### src/rtl/mux_decode_pkg.sv
// Shared defaults and width helpers for the mux/decode pipeline.
package mux_decode_pkg;

  localparam int DEF_W     = 2;
  localparam int DEF_NCH   = 2;
  localparam int DEF_CNT_W = 8;

  function automatic int onehot_w(input int w);
    return 1 << w;
  endfunction

  function automatic int pair_w(input int w);
    return 1 << (w - 1);
  endfunction

endpackage

### src/rtl/mux_decode_pipe_if.sv
// Input-word / output-word handshake bundle for mux_decode_pipe.
interface mux_decode_pipe_if #(
  parameter int W   = mux_decode_pkg::DEF_W,
  parameter int NCH = mux_decode_pkg::DEF_NCH
);
  localparam int SELW = $clog2(NCH);
  localparam int OHW  = mux_decode_pkg::onehot_w(W);
  localparam int PW   = mux_decode_pkg::pair_w(W);

  logic               in_valid;
  logic               in_ready;
  logic [NCH*W-1:0]   in_code;
  logic [SELW-1:0]    in_sel;
  logic               out_valid;
  logic               out_ready;
  logic [OHW-1:0]     onehot;
  logic [PW-1:0]      pair_xor;
  logic               code_changed;
  logic               sel_err;

  modport master (
    output in_valid, in_code, in_sel, out_ready,
    input  in_ready, out_valid, onehot, pair_xor, code_changed, sel_err
  );

  modport slave (
    input  in_valid, in_code, in_sel, out_ready,
    output in_ready, out_valid, onehot, pair_xor, code_changed, sel_err
  );
endinterface

### src/rtl/code_onehot_dec.sv
// Combinational W -> 2**W one-hot decoder with adjacent-pair XOR flags.
module code_onehot_dec
  import mux_decode_pkg::*;
#(
  parameter int W = DEF_W
) (
  input  logic [W-1:0]           code,
  output logic [onehot_w(W)-1:0] onehot,
  output logic [pair_w(W)-1:0]   pair_xor
);
  always_comb begin
    onehot       = '0;
    onehot[code] = 1'b1;
  end

  for (genvar k = 0; k < pair_w(W); k++) begin : g_pair
    assign pair_xor[k] = onehot[2*k] ^ onehot[2*k+1];
  end
endmodule

### src/rtl/mux_decode_pipe.sv
// Channel select + one-hot decode behind a 2-stage valid/ready pipeline.
// Optional per-code saturating hit counters when HIT_COUNT_EN is defined.
module mux_decode_pipe
  import mux_decode_pkg::*;
#(
  parameter int W     = DEF_W,
  parameter int NCH   = DEF_NCH,
  parameter int CNT_W = DEF_CNT_W
) (
  input  logic             Clock,
  input  logic             Reset_n,
  mux_decode_pipe_if.slave bus,
  input  logic             clr_cnt,
  input  logic [W-1:0]     rd_idx,
  output logic [CNT_W-1:0] rd_cnt
);
  localparam int OHW    = onehot_w(W);
  localparam int PW     = pair_w(W);
  localparam int SELW   = $clog2(NCH);
  localparam int STAGES = 2;

  typedef struct packed {
    logic [W-1:0] code;
    logic         err;
  } s1_t;

  logic [STAGES:1] vld_pipe;
  logic            s1_rdy, s2_rdy, in_fire, s2_load;
  s1_t             s1_in, s1_q;
  logic [OHW-1:0]  oh_d, oh_q;
  logic [PW-1:0]   px_d, px_q;
  logic            cc_q, err_q, first_flag;
  logic [W-1:0]    prev_code;

  assign s2_rdy       = !vld_pipe[2] || bus.out_ready;
  assign s1_rdy       = !vld_pipe[1] || s2_rdy;
  assign bus.in_ready = s1_rdy;
  assign in_fire      = bus.in_valid && s1_rdy;
  assign s2_load      = vld_pipe[1] && s2_rdy;

  // Out-of-range selects fall back to channel 0 and flag the word.
  always_comb begin
    s1_in.code = bus.in_code[W-1:0];
    s1_in.err  = (32'(bus.in_sel) >= NCH);
    for (int c = 1; c < NCH; c++)
      if (bus.in_sel == SELW'(c)) s1_in.code = bus.in_code[c*W +: W];
  end

  always_ff @(posedge Clock or negedge Reset_n) begin
    if (!Reset_n) begin
      vld_pipe <= '0;
    end else begin
      vld_pipe[1] <= in_fire || (vld_pipe[1] && !s2_load);
      vld_pipe[2] <= s2_load || (vld_pipe[2] && !bus.out_ready);
    end
  end

  always_ff @(posedge Clock or negedge Reset_n) begin
    if (!Reset_n)     s1_q <= '0;
    else if (in_fire) s1_q <= s1_in;
  end

  code_onehot_dec #(.W(W)) u_dec (
    .code     (s1_q.code),
    .onehot   (oh_d),
    .pair_xor (px_d)
  );

  // prev_code doubles as the code of the word currently held in S2.
  always_ff @(posedge Clock or negedge Reset_n) begin
    if (!Reset_n) begin
      oh_q       <= '0;
      px_q       <= '0;
      cc_q       <= 1'b0;
      err_q      <= 1'b0;
      prev_code  <= '0;
      first_flag <= 1'b1;
    end else if (s2_load) begin
      oh_q       <= oh_d;
      px_q       <= px_d;
      cc_q       <= first_flag || (s1_q.code != prev_code);
      err_q      <= s1_q.err;
      prev_code  <= s1_q.code;
      first_flag <= 1'b0;
    end
  end

  assign bus.out_valid    = vld_pipe[2];
  assign bus.onehot       = oh_q;
  assign bus.pair_xor     = px_q;
  assign bus.code_changed = cc_q;
  assign bus.sel_err      = err_q;

`ifdef HIT_COUNT_EN
  logic [OHW-1:0][CNT_W-1:0] cnt;
  logic                      out_fire;

  assign out_fire = vld_pipe[2] && bus.out_ready;

  // Clear beats a same-cycle increment.
  always_ff @(posedge Clock or negedge Reset_n) begin
    if (!Reset_n)     cnt <= '0;
    else if (clr_cnt) cnt <= '0;
    else if (out_fire && (cnt[prev_code] != {CNT_W{1'b1}}))
      cnt[prev_code] <= cnt[prev_code] + 1'b1;
  end

  assign rd_cnt = cnt[rd_idx];
`else
  logic unused_cnt_in;
  assign unused_cnt_in = ^{clr_cnt, rd_idx};
  assign rd_cnt        = '0;
`endif
endmodule

### src/flat_wrapper.sv
// flat-port wrapper written by rule: the top's interface ports become plain ports
module mux_decode_pipe_flat import mux_decode_pkg::*;
#(
  parameter int W     = DEF_W,
  parameter int NCH   = DEF_NCH,
  parameter int CNT_W = DEF_CNT_W
)
  (Clock, Reset_n, clr_cnt, rd_idx, rd_cnt, bus_in_valid, bus_in_code, bus_in_sel, bus_out_ready, bus_in_ready, bus_out_valid, bus_onehot, bus_pair_xor, bus_code_changed, bus_sel_err);
  mux_decode_pipe_if #(.W(W), .NCH(NCH)) bus_i ();
  input  logic Clock;
  input  logic Reset_n;
  input  logic clr_cnt;
  input  logic [W-1:0] rd_idx;
  output logic [CNT_W-1:0] rd_cnt;
  input wire logic [$bits(bus_i.in_valid)-1:0] bus_in_valid;
  input wire logic [$bits(bus_i.in_code)-1:0] bus_in_code;
  input wire logic [$bits(bus_i.in_sel)-1:0] bus_in_sel;
  input wire logic [$bits(bus_i.out_ready)-1:0] bus_out_ready;
  output wire logic [$bits(bus_i.in_ready)-1:0] bus_in_ready;
  output wire logic [$bits(bus_i.out_valid)-1:0] bus_out_valid;
  output wire logic [$bits(bus_i.onehot)-1:0] bus_onehot;
  output wire logic [$bits(bus_i.pair_xor)-1:0] bus_pair_xor;
  output wire logic [$bits(bus_i.code_changed)-1:0] bus_code_changed;
  output wire logic [$bits(bus_i.sel_err)-1:0] bus_sel_err;
  assign bus_i.in_valid = bus_in_valid;
  assign bus_i.in_code = bus_in_code;
  assign bus_i.in_sel = bus_in_sel;
  assign bus_i.out_ready = bus_out_ready;
  assign bus_in_ready = bus_i.in_ready;
  assign bus_out_valid = bus_i.out_valid;
  assign bus_onehot = bus_i.onehot;
  assign bus_pair_xor = bus_i.pair_xor;
  assign bus_code_changed = bus_i.code_changed;
  assign bus_sel_err = bus_i.sel_err;
  mux_decode_pipe #(.W(W), .NCH(NCH), .CNT_W(CNT_W)) u_core (.Clock(Clock), .Reset_n(Reset_n), .bus(bus_i), .clr_cnt(clr_cnt), .rd_idx(rd_idx), .rd_cnt(rd_cnt));
endmodule
### config.mk
export PLATFORM = sky130hd
export DESIGN_NAME = mux_decode_pipe_flat
export DESIGN_NICKNAME = d
export VERILOG_FILES = /design/src/rtl/mux_decode_pkg.sv /design/src/rtl/mux_decode_pipe_if.sv /design/src/rtl/code_onehot_dec.sv /design/src/rtl/mux_decode_pipe.sv /design/src/flat_wrapper.sv
export SDC_FILE = /design/constraint.sdc
export NUM_CORES = 1
export LEC_CHECK = 0
export ABC_AREA = 1
export CAP_MARGIN = 40
export CORE_MARGIN = 2
export CORE_UTILIZATION = 43
export CTS_BUF_LIST = sky130_fd_sc_hd__clkbuf_8
export CTS_CLUSTER_SIZE = 12
export DETAILED_ROUTE_END_ITERATION = 10
export PLACE_DENSITY = 0.8
export SYNTH_ARGS = -nofsm -noshare
export SYNTH_HDL_FRONTEND = slang
export SYNTH_HIERARCHICAL = 1
export SYNTH_SLANG_ARGS = --single-unit
### constraint.sdc
create_clock -name Clock -period 1 [get_ports Clock]
set_input_delay 0.1 -clock Clock [delete_from_list [all_inputs] [get_ports Clock]]
set_output_delay 0.1 -clock Clock [all_outputs]
set_load 0.005 [all_outputs]
# Word level (Yosys, flattened, before mapping)
# Cells that the tools add are included.
dict set report totals {
  out_inout_bits 18
  regBits 14
}
dict set report classes {
  n_eq_ne 1
  magnitude_cmp 2
  mux 3
  n_reduce_logical 14
  bitwise 2
}
# op n
set op_table {}
lappend op_table {{$logic_and A1 B1 Y1} 5}
lappend op_table {{$logic_or A1 B1 Y1} 5}
lappend op_table {{$logic_not A1 Y1} 4}
lappend op_table {{$lt A2 B3 Y1 const B} 1}
lappend op_table {{$demux W1 S2} 1}
lappend op_table {{$ge A2 B1 Y1 const B} 1}
lappend op_table {{$mux W2} 1}
lappend op_table {{$ne A2 B2 Y1} 1}
lappend op_table {{$xor A1 B1 Y1} 2}
lappend op_table {{$mux W1} 1}

# Depth between registers and ports, before layout
# Gate-level depths: netlist (run 1).
dict set report logic_depth {
  word_depth 6
  depth_mapped 6
  depth_no_buf 6
}

# Modules after synthesis
# The synthesis (run 1) kept the hierarchy.
# module area_per_inst_um2 seq_area_each_um2 cells_each n_inst
set modules_own_cells {}
lappend modules_own_cells {mux_decode_pipe 691.9 351.6 83 1}
lappend modules_own_cells {code_onehot_dec 32.5 0.0 8 1}

# Worst setup path before layout (run 1)
# OpenSTA, ideal clock, no wires.
dict set report synth_path {
  kind {reg2reg}
  start {register u_core/vld_pipe[2] (netlist name)}
  end {register u_core.prev_code[1]}
  setup_time_ns 0.119
  t_arrival_ns 0.790
  synth_period_minus_slack_ns 0.909
  n_path_buf 1
  slack_ns 0.091
  stages_incl_launch_ff 6
  path_cell_list {dfrtp_1 -> nand2_2 -> nand2_2 -> buf_6 -> nand2_1 -> o21ai_2}
}
dict set report synth_via {
  elab_chain_len 3
}
# item line_no
set synth_lines {}
lappend synth_lines {{start: declaration} mux_decode_pipe.sv:27} ;# logic [STAGES:1] vld_pipe;
lappend synth_lines {{$logic_not A1 Y1} mux_decode_pipe.sv:35} ;# assign s2_rdy = !vld_pipe[2] || bus.out_ready;
lappend synth_lines {{$logic_or A1 B1 Y1} mux_decode_pipe.sv:35}
lappend synth_lines {{$logic_and A1 B1 Y1} mux_decode_pipe.sv:39} ;# assign s2_load = vld_pipe[1] && s2_rdy;
lappend synth_lines {{end signal: assignment} mux_decode_pipe.sv:83} ;# prev_code <= s1_q.code;
lappend synth_lines {{end: declaration} mux_decode_pipe.sv:33} ;# logic [W-1:0] prev_code;
# No other way between the ends.
# A chain may end at the register's enable or synchronous reset.

# Final worst setup path (run 1)
dict set report layout_path {
  start {register u_core/vld_pipe[2] (netlist name)}
  end {output port bus_in_ready}
}
dict set report layout_via {
  elab_chain_len 3
}
# item line_no
set layout_lines {}
lappend layout_lines {{$logic_not A1 Y1} mux_decode_pipe.sv:35}
lappend layout_lines {{$logic_or A1 B1 Y1} mux_decode_pipe.sv:35}
lappend layout_lines {{$logic_or A1 B1 Y1} mux_decode_pipe.sv:36} ;# assign s1_rdy = !vld_pipe[1] || s2_rdy;
lappend layout_lines {{end: declaration} flat_wrapper.sv:19} ;# output wire logic [$bits(bus_i.in_ready)-1:0] bus_in_ready;
# No other way between the ends.

==> impl_metrics.csv, run 1 <==
group,metric,value,unit
clock_tree,ctsHtreeMaxLevel,1,
cells_and_area,final_layout_size_suffix_gt1_share,34.2,%
clock_tree,number_of_buffers_created_by_cts,3,
timing,maxSlewViolCount,0,
clock_tree,tritoncts_num_sinks,14,
power,peakVddDrop,0.998,mV
power,leakagePower,0.562,nW
worst_setup_path,path_max_fanout,2,
power,cell_area_power_density,1870,mW/mm²
synth,yosysUniqueCellTypes,17,
worst_hold_path,worstHoldPathType,"in -> async",
worst_setup_path,timing.critical_path.arrival,0.93,ns
worst_setup_path,critical_path.cell_chain,"buf_6 -> nand3_2 -> buf_2",
worst_setup_path,cp.buffers_inverters,2,
synth,post-synth-top-area-cell,"sky130_fd_sc_hd__dfrtp_1",
global_routing,grt.overflow.total,0,
timing,min_period,1.03,ns
worst_setup_path,timing.critical_path.max_delay_family,"flip-flops",
clock_tree,clock_path_buffers,2,
cells_and_area,final_cell_mix,"sky130_fd_sc_hd__nand2_1, sky130_fd_sc_hd__dfrtp_1, sky130_fd_sc_hd__inv_1",
detailed_routing,wl_met1,533,µm
cells_and_area,final-seq-area,352,µm²
cells_and_area,n_antenna_cell,0,
global_routing,grt_pass1_vias,545,
die,floorplan.die_area,0.00203,mm²
detailed_routing,highest-signal-layer,"met4",
placement,dpl.cell_count,128,
global_routing,grt_pass1_wl,2230,µm
cells_and_area,fillCellCount,122,
synth,postSynthRegisterBits,14,
power,internal-power,1.39,mW
placement,dp_hpwl,944,µm
detailed_routing,detailroute.via_count,619,
global_routing,maximum_number_of_pins_on_one_net_before_global_route_repair,15,
synth,syn_warnings,6,
die,die_h,45.0,µm
placement,finalWeightedCongestion,0.723,
detailed_routing,detail_route.iter0.violations,6,
cells_and_area,post_layout_nonfiller_instances,136,
synth,ys_seq_area_share,48.5,%
timing,setup_viol_count_final,10,
timing,min_period_over_period,103,%
cells_and_area,area_delta_synth_final,47.0,%
clock_tree,clock_insertion_delay_worst_skew,0.24,ns
timing,rsz0062_at_grt,"true",
die,core,0.00154,mm²
die,initial_utilization,47.0,%
run,max_cap_violations,0,
timing,fmax,975,MHz
cells_and_area,layout.nets,133,
detailed_routing,drtAntennaViolNets,0,
timing,timing_hold_violations_final,0,
power,post-layout-total-power,1.99,mW
clock_tree,cts.reportedPaths.clkPinSlew,0.06,ns
worst_setup_path,critical_path_class,"reg -> out",
worst_setup_path,critical_path.endpoint_type,"output port",
detailed_routing,first_pass_iters,4,
power,pwr-share-clk,26.9,%
timing,clock-skew-final,0.00371,ns
run_status,failed_checks,"setup timing",
detailed_routing,avgViaCountPerCell,4.55,
detailed_routing,wl_per_cell,10.1,µm
synth,synth_area_per_cell,7.96,µm²
worst_setup_path,critical_path.slowest_cell,"sky130_fd_sc_hd__dfrtp_1",
global_routing,grt_util_all_layers,15.6,%
die,fp.dieW,45.0,µm
synth,synth_cells,91,
power,share_seq_of_total_power,39.5,%
worst_setup_path,critical-path-max-stage-delay,0.38,ns
worst_setup_path,crit_path_start_kind,"flip-flop",
cells_and_area,final_common_cell,"sky130_fd_sc_hd__nand2_1",
run_status,run_status,"complete, but fails checks",
power,netSwitchingPower,0.601,mW
synth,mappedNetlistArea,724,µm²
cells_and_area,multi_input_comb_area,325,µm²
detailed_routing,wirelength,1370,µm
global_routing,antenna_found_initial,0,
placement,placement.io_buffers,17,
synth,synth_area_leaders,"sky130_fd_sc_hd__dfrtp_1, sky130_fd_sc_hd__nand2_1, sky130_fd_sc_hd__buf_4, sky130_fd_sc_hd__inv_1, sky130_fd_sc_hd__dfstp_2",
detailed_routing,post_route_drc,0,
detailed_routing,wl_met2,713,µm
clock_tree,root_buffer,"sky130_fd_sc_hd__clkbuf_8",
timing,fin_setup_tns,-0.136,ns
power,p_comb_share,33.6,%
detailed_routing,route.met3.wl,80,µm
die,io-pin-count,30,
clock_tree,tritoncts,"built",
worst_setup_path,worst-endpoint-required,0.90,ns
die,row_count,14,
power,switching_part_of_the_total,30.2,%
synth,synth_largest_type_area_fraction,44.9,%
timing,worst_slack,-0.0261,ns
## synth_stat cells (all sizes together)
| master | count |
|---|---|
| nor2 | 8 |
| conb | 1 |
| nand3 | 1 |
| dfstp | 1 |
| a21oi | 1 |
| buf | 10 |
| nand2 | 35 |
| o21ai | 6 |
| dfrtp | 13 |
| inv | 14 |
| clkbuf | 1 |
## power groups by stage
stage          combinational, mW  sequential (mW)  clock (mW)
2_1_floorplan              0.287            0.792           0
3_3_place_gp               0.560            0.780           0
3_5_place_dp               0.575            0.790           0
4_1_cts                    0.551            0.777       0.552
5_1_grt                    0.728            0.796       0.580
6_report                   0.668            0.785       0.535
## through the flow
stage / hold WS (ns) / worst slack [ns] / utilization [%] / instance area, µm²
final: 0.163 / -0.0261 / 69.1 / 1060
after global routing: 0.206 / -0.0780 / 69.1 / 1060
after CTS: 0.166 / -0.0373 / 63.8 / 983
after detailed placement: 0.427 / -0.269 / 59.3 / 915
after global placement: 0.424 / -0.272 / 59.3 / 915
after floorplan: -0.196 / 0.0908 / - / 754
## logic make-up after synthesis
| family | synth area share (%) |
|---|---|
| other cells | 0.518 |
| compound gates | 6.91 |
| simple gates | 25.4 |
| buf+inv | 18.7 |
| flops | 48.5 |
## registers in the layout, summed over array words and instances (netlist names)
name and count:
u_core/bus.code_changed 1, u_core/vld_pipe 2, u_core/prev_code 2, u_core/bus.pair_xor 2, u_core/first_flag 1, u_core/bus.onehot 4, u_core/s1_q 2
## final cells by class
class	instances	area share [%]
clock buffers	4	5.17
inverters	14	5.41
multi-input cells	60	30.6
flip-flops and latches	14	33.0
well taps	16	1.88
repair buffers	28	24.0
## final timing paths
kind	start	to	slack (ns)	cells after the start
hold / removal	Reset_n	u_core/prev_code[0]$_DFFE_PN0P_	0.16	2
setup / recovery	u_core/vld_pipe[2]$_DFF_PN0_	bus_in_ready	-0.03	3
setup reg to reg	u_core/vld_pipe[2]$_DFF_PN0_	u_core/prev_code[0]$_DFFE_PN0P_	-0.02	6
min in group Clock	u_core/first_flag$_DFFE_PN1P_	u_core/first_flag$_DFFE_PN1P_	0.46	2
hold reg to reg	u_core/first_flag$_DFFE_PN1P_	u_core/first_flag$_DFFE_PN1P_	0.46	2
max in group asynchronous	Reset_n	u_core/first_flag$_DFFE_PN1P_	0.60	2
## routing by layer
layer | track usage, % | up-vias
met4 | 8.82 | 0
met2 | 25.1 | 26
met1 | 18.9 | 282
li1 | - | 307
met5 | 0 | -
met3 | 3.60 | 4
## what timing repair did
item | in CTS | in global routing
endpoints found under the setup margin | 9 | 17
buffers inserted | 1 | 3
hold buffers | 0 | 0
pin swaps | 0 | 7
gates resized for setup | 17 | 21
Power figures use the tool's default switching activity.
==> inputs of run 2 (changes only) <==
Settings changed: CORE_UTILIZATION 43 to 39, PLACE_DENSITY 0.8 to 0.77.
Clock period 1 ns to 0.9 ns, I/O delays scaled along.
==> run 2 against run 1 <==
The flow still finishes with violations (setup timing). Non-clock buffer count increased by 7. Clock-buffer cell count unchanged. Critical path depth unchanged. First-iteration DRC count grew 33%. Combinational power up 27%. Critical path type unchanged. Critical endpoint unchanged. Highest routed layer unchanged.
==> impl_metrics.csv, run 2 (synthesis gave the netlist of run 1 again) <==
group,metric,value,unit
worst_setup_path,worst-endpoint-required,0.81,ns
die,initial_utilization,41.5,%
worst_setup_path,critical_path.endpoint_type,"output port",
cells_and_area,final_cell_mix,"sky130_fd_sc_hd__nand2_1, sky130_fd_sc_hd__buf_4, sky130_fd_sc_hd__dfrtp_1",
detailed_routing,wirelength,1410,µm
power,peakVddDrop,1.18,mV
run_status,run_status,"complete, but fails checks",
clock_tree,clock_insertion_delay_worst_skew,0.25,ns
power,leakagePower,0.608,nW
run_status,failed_checks,"setup timing",
die,io-pin-count,30,
placement,finalWeightedCongestion,0.746,
timing,clock-skew-final,0.00111,ns
placement,dp_hpwl,1020,µm
timing,worst_slack,-0.162,ns
clock_tree,number_of_buffers_created_by_cts,3,
cells_and_area,multi_input_comb_area,332,µm²
worst_setup_path,cp.buffers_inverters,2,
detailed_routing,wl_per_cell,9.26,µm
cells_and_area,final_area,0.00112,mm²
detailed_routing,post_route_drc,0,
placement,placedInstanceArea,976,µm²
worst_hold_path,worstHoldPathType,"in -> async",
detailed_routing,avgViaCountPerCell,4.18,
timing,setup_viol_count_final,16,
timing,min_period,1.06,ns
worst_setup_path,critical_path_class,"reg -> out",
timing,maxSlewViolCount,0,
placement,dpl.cell_count,142,
cells_and_area,area_delta_synth_final,54.9,%
die,core,0.00175,mm²
die,die_h,47.1,µm
clock_tree,root_buffer,"sky130_fd_sc_hd__clkbuf_8",
detailed_routing,first_pass_iters,4,
placement,preCtsSetupSlack,-0.363,ns
global_routing,grt.overflow.total,0,
worst_setup_path,crit_path_start_kind,"flip-flop",
cells_and_area,final_layout_size_suffix_gt1_share,41.7,%
cells_and_area,post_layout_nonfiller_instances,152,
clock_tree,tritoncts_num_sinks,14,
cells_and_area,n_antenna_cell,0,
cells_and_area,final-seq-area,352,µm²
timing,fmax,942,MHz
die,fp.dieW,47.1,µm
cells_and_area,largest_register_ff_count,4,
detailed_routing,detail_route.iter0.violations,8,
worst_setup_path,timing.critical_path.arrival,0.97,ns
worst_setup_path,path_max_fanout,3,
detailed_routing,drtAntennaViolNets,0,
power,cell_area_power_density,2070,mW/mm²
cells_and_area,layout.nets,140,
die,row_count,15,
clock_tree,cts_hold_repair.buffers,0,
cells_and_area,fillCellCount,155,
global_routing,grt_util_all_layers,15.1,%
cells_and_area,finalCoreUtilization,64.3,%
clock_tree,tritoncts,"built",
global_routing,grt_pass1_vias,558,
global_routing,maximum_number_of_pins_on_one_net_before_global_route_repair,9,
timing,min_period_over_period,118,%
worst_setup_path,critical_path.cell_chain,"buf_6 -> nand3_4 -> buf_6",
timing,timing_hold_violations_final,0,
worst_setup_path,critical-path-max-stage-delay,0.40,ns
detailed_routing,detailroute.via_count,636,
worst_setup_path,timing.critical_path.max_delay_family,"flip-flops",
worst_setup_path,cp_common_cell,"sky130_fd_sc_hd__buf_6",
clock_tree,clock_path_buffers,2,
global_routing,grt_pass1_wl,2250,µm
power,post-layout-total-power,2.33,mW
die,floorplan.die_area,0.00222,mm²
placement,placement.io_buffers,17,
global_routing,antenna_found_initial,0,
clock_tree,ctsHtreeMaxLevel,1,
run,max_cap_violations,0,
clock_tree,cts.reportedPaths.clkPinSlew,0.06,ns
timing,rsz0062_at_grt,"true",
cells_and_area,final_common_cell,"sky130_fd_sc_hd__nand2_1",
worst_setup_path,critical_path.slowest_cell,"sky130_fd_sc_hd__dfrtp_1",
==> run 2: final timing paths <==
check	from	end	slack, ns	cells after the start
min reg2reg	u_core/bus.onehot[3]$_DFFE_PN0P_	u_core/bus.onehot[3]$_DFFE_PN0P_	0.47	2
max reg2reg	u_core/vld_pipe[2]$_DFF_PN0_	u_core/bus.onehot[3]$_DFFE_PN0P_	-0.15	6
min in group Clock	bus_in_valid	u_core/vld_pipe[1]$_DFF_PN0_	0.47	3
max	u_core/vld_pipe[2]$_DFF_PN0_	bus_in_ready	-0.16	3
max in group asynchronous	Reset_n	u_core/s1_q[2]$_DFFE_PN0P_	0.49	2
min	Reset_n	u_core/vld_pipe[1]$_DFF_PN0_	0.06	1
==> run 2: timing repair <==
item / CTS / global route
buffers inserted: 5 / 1
pin swaps: 1 / 6
endpoints found under the setup margin: 21 / 16
hold endpoints to repair: 0 / 0
gates resized for setup: 41 / 15
==> run 2: cell type report <==
cell class,instances,share of cell area (%)
sequential,14,31.3
multi-input combinational,60,29.5
clock buffer,4,4.91
timing repair buffer,35,26.3
inverter,14,5.13
tap,25,2.79
==> run 2: stage by stage <==
| stage | hold slack [ns] | TNS, ns |
|---|---|---|
| finish | 0.0620 | -1.78 |
| CTS | 0.0502 | -1.65 |
| floorplan | -0.206 | 0 |
| global route | 0.0624 | -2.48 |
| global placement | 0.313 | -3.55 |
| detailed placement | 0.316 | -3.94 |
==> run 2: worst reg2reg max path: stages (launching register included) <==
cell	delay, ns
sky130_fd_sc_hd__dfrtp_1	0.42
sky130_fd_sc_hd__buf_6	0.14
sky130_fd_sc_hd__nand2_4	0.08
sky130_fd_sc_hd__nand2_8	0.07
sky130_fd_sc_hd__buf_12	0.14
sky130_fd_sc_hd__nand2_1	0.05
sky130_fd_sc_hd__nand2_1	0.05
==> run 2: layer usage <==
layer,track usage [%],vias to the layer above,share of wire [%]
met5,0,-,0
met4,8.33,0,1.7
met3,4.62,2,5.9
met2,25.5,20,51
met1,17.0,290,41
li1,-,324,-
==> run 2: where the power goes <==
group / internal, mW / switching, mW / total, mW
Sequential: 0.769 / 0.0961 / 0.865
Clock: 0.388 / 0.226 / 0.613
Combinational: 0.467 / 0.380 / 0.846
Total: 1.62 / 0.701 / 2.33
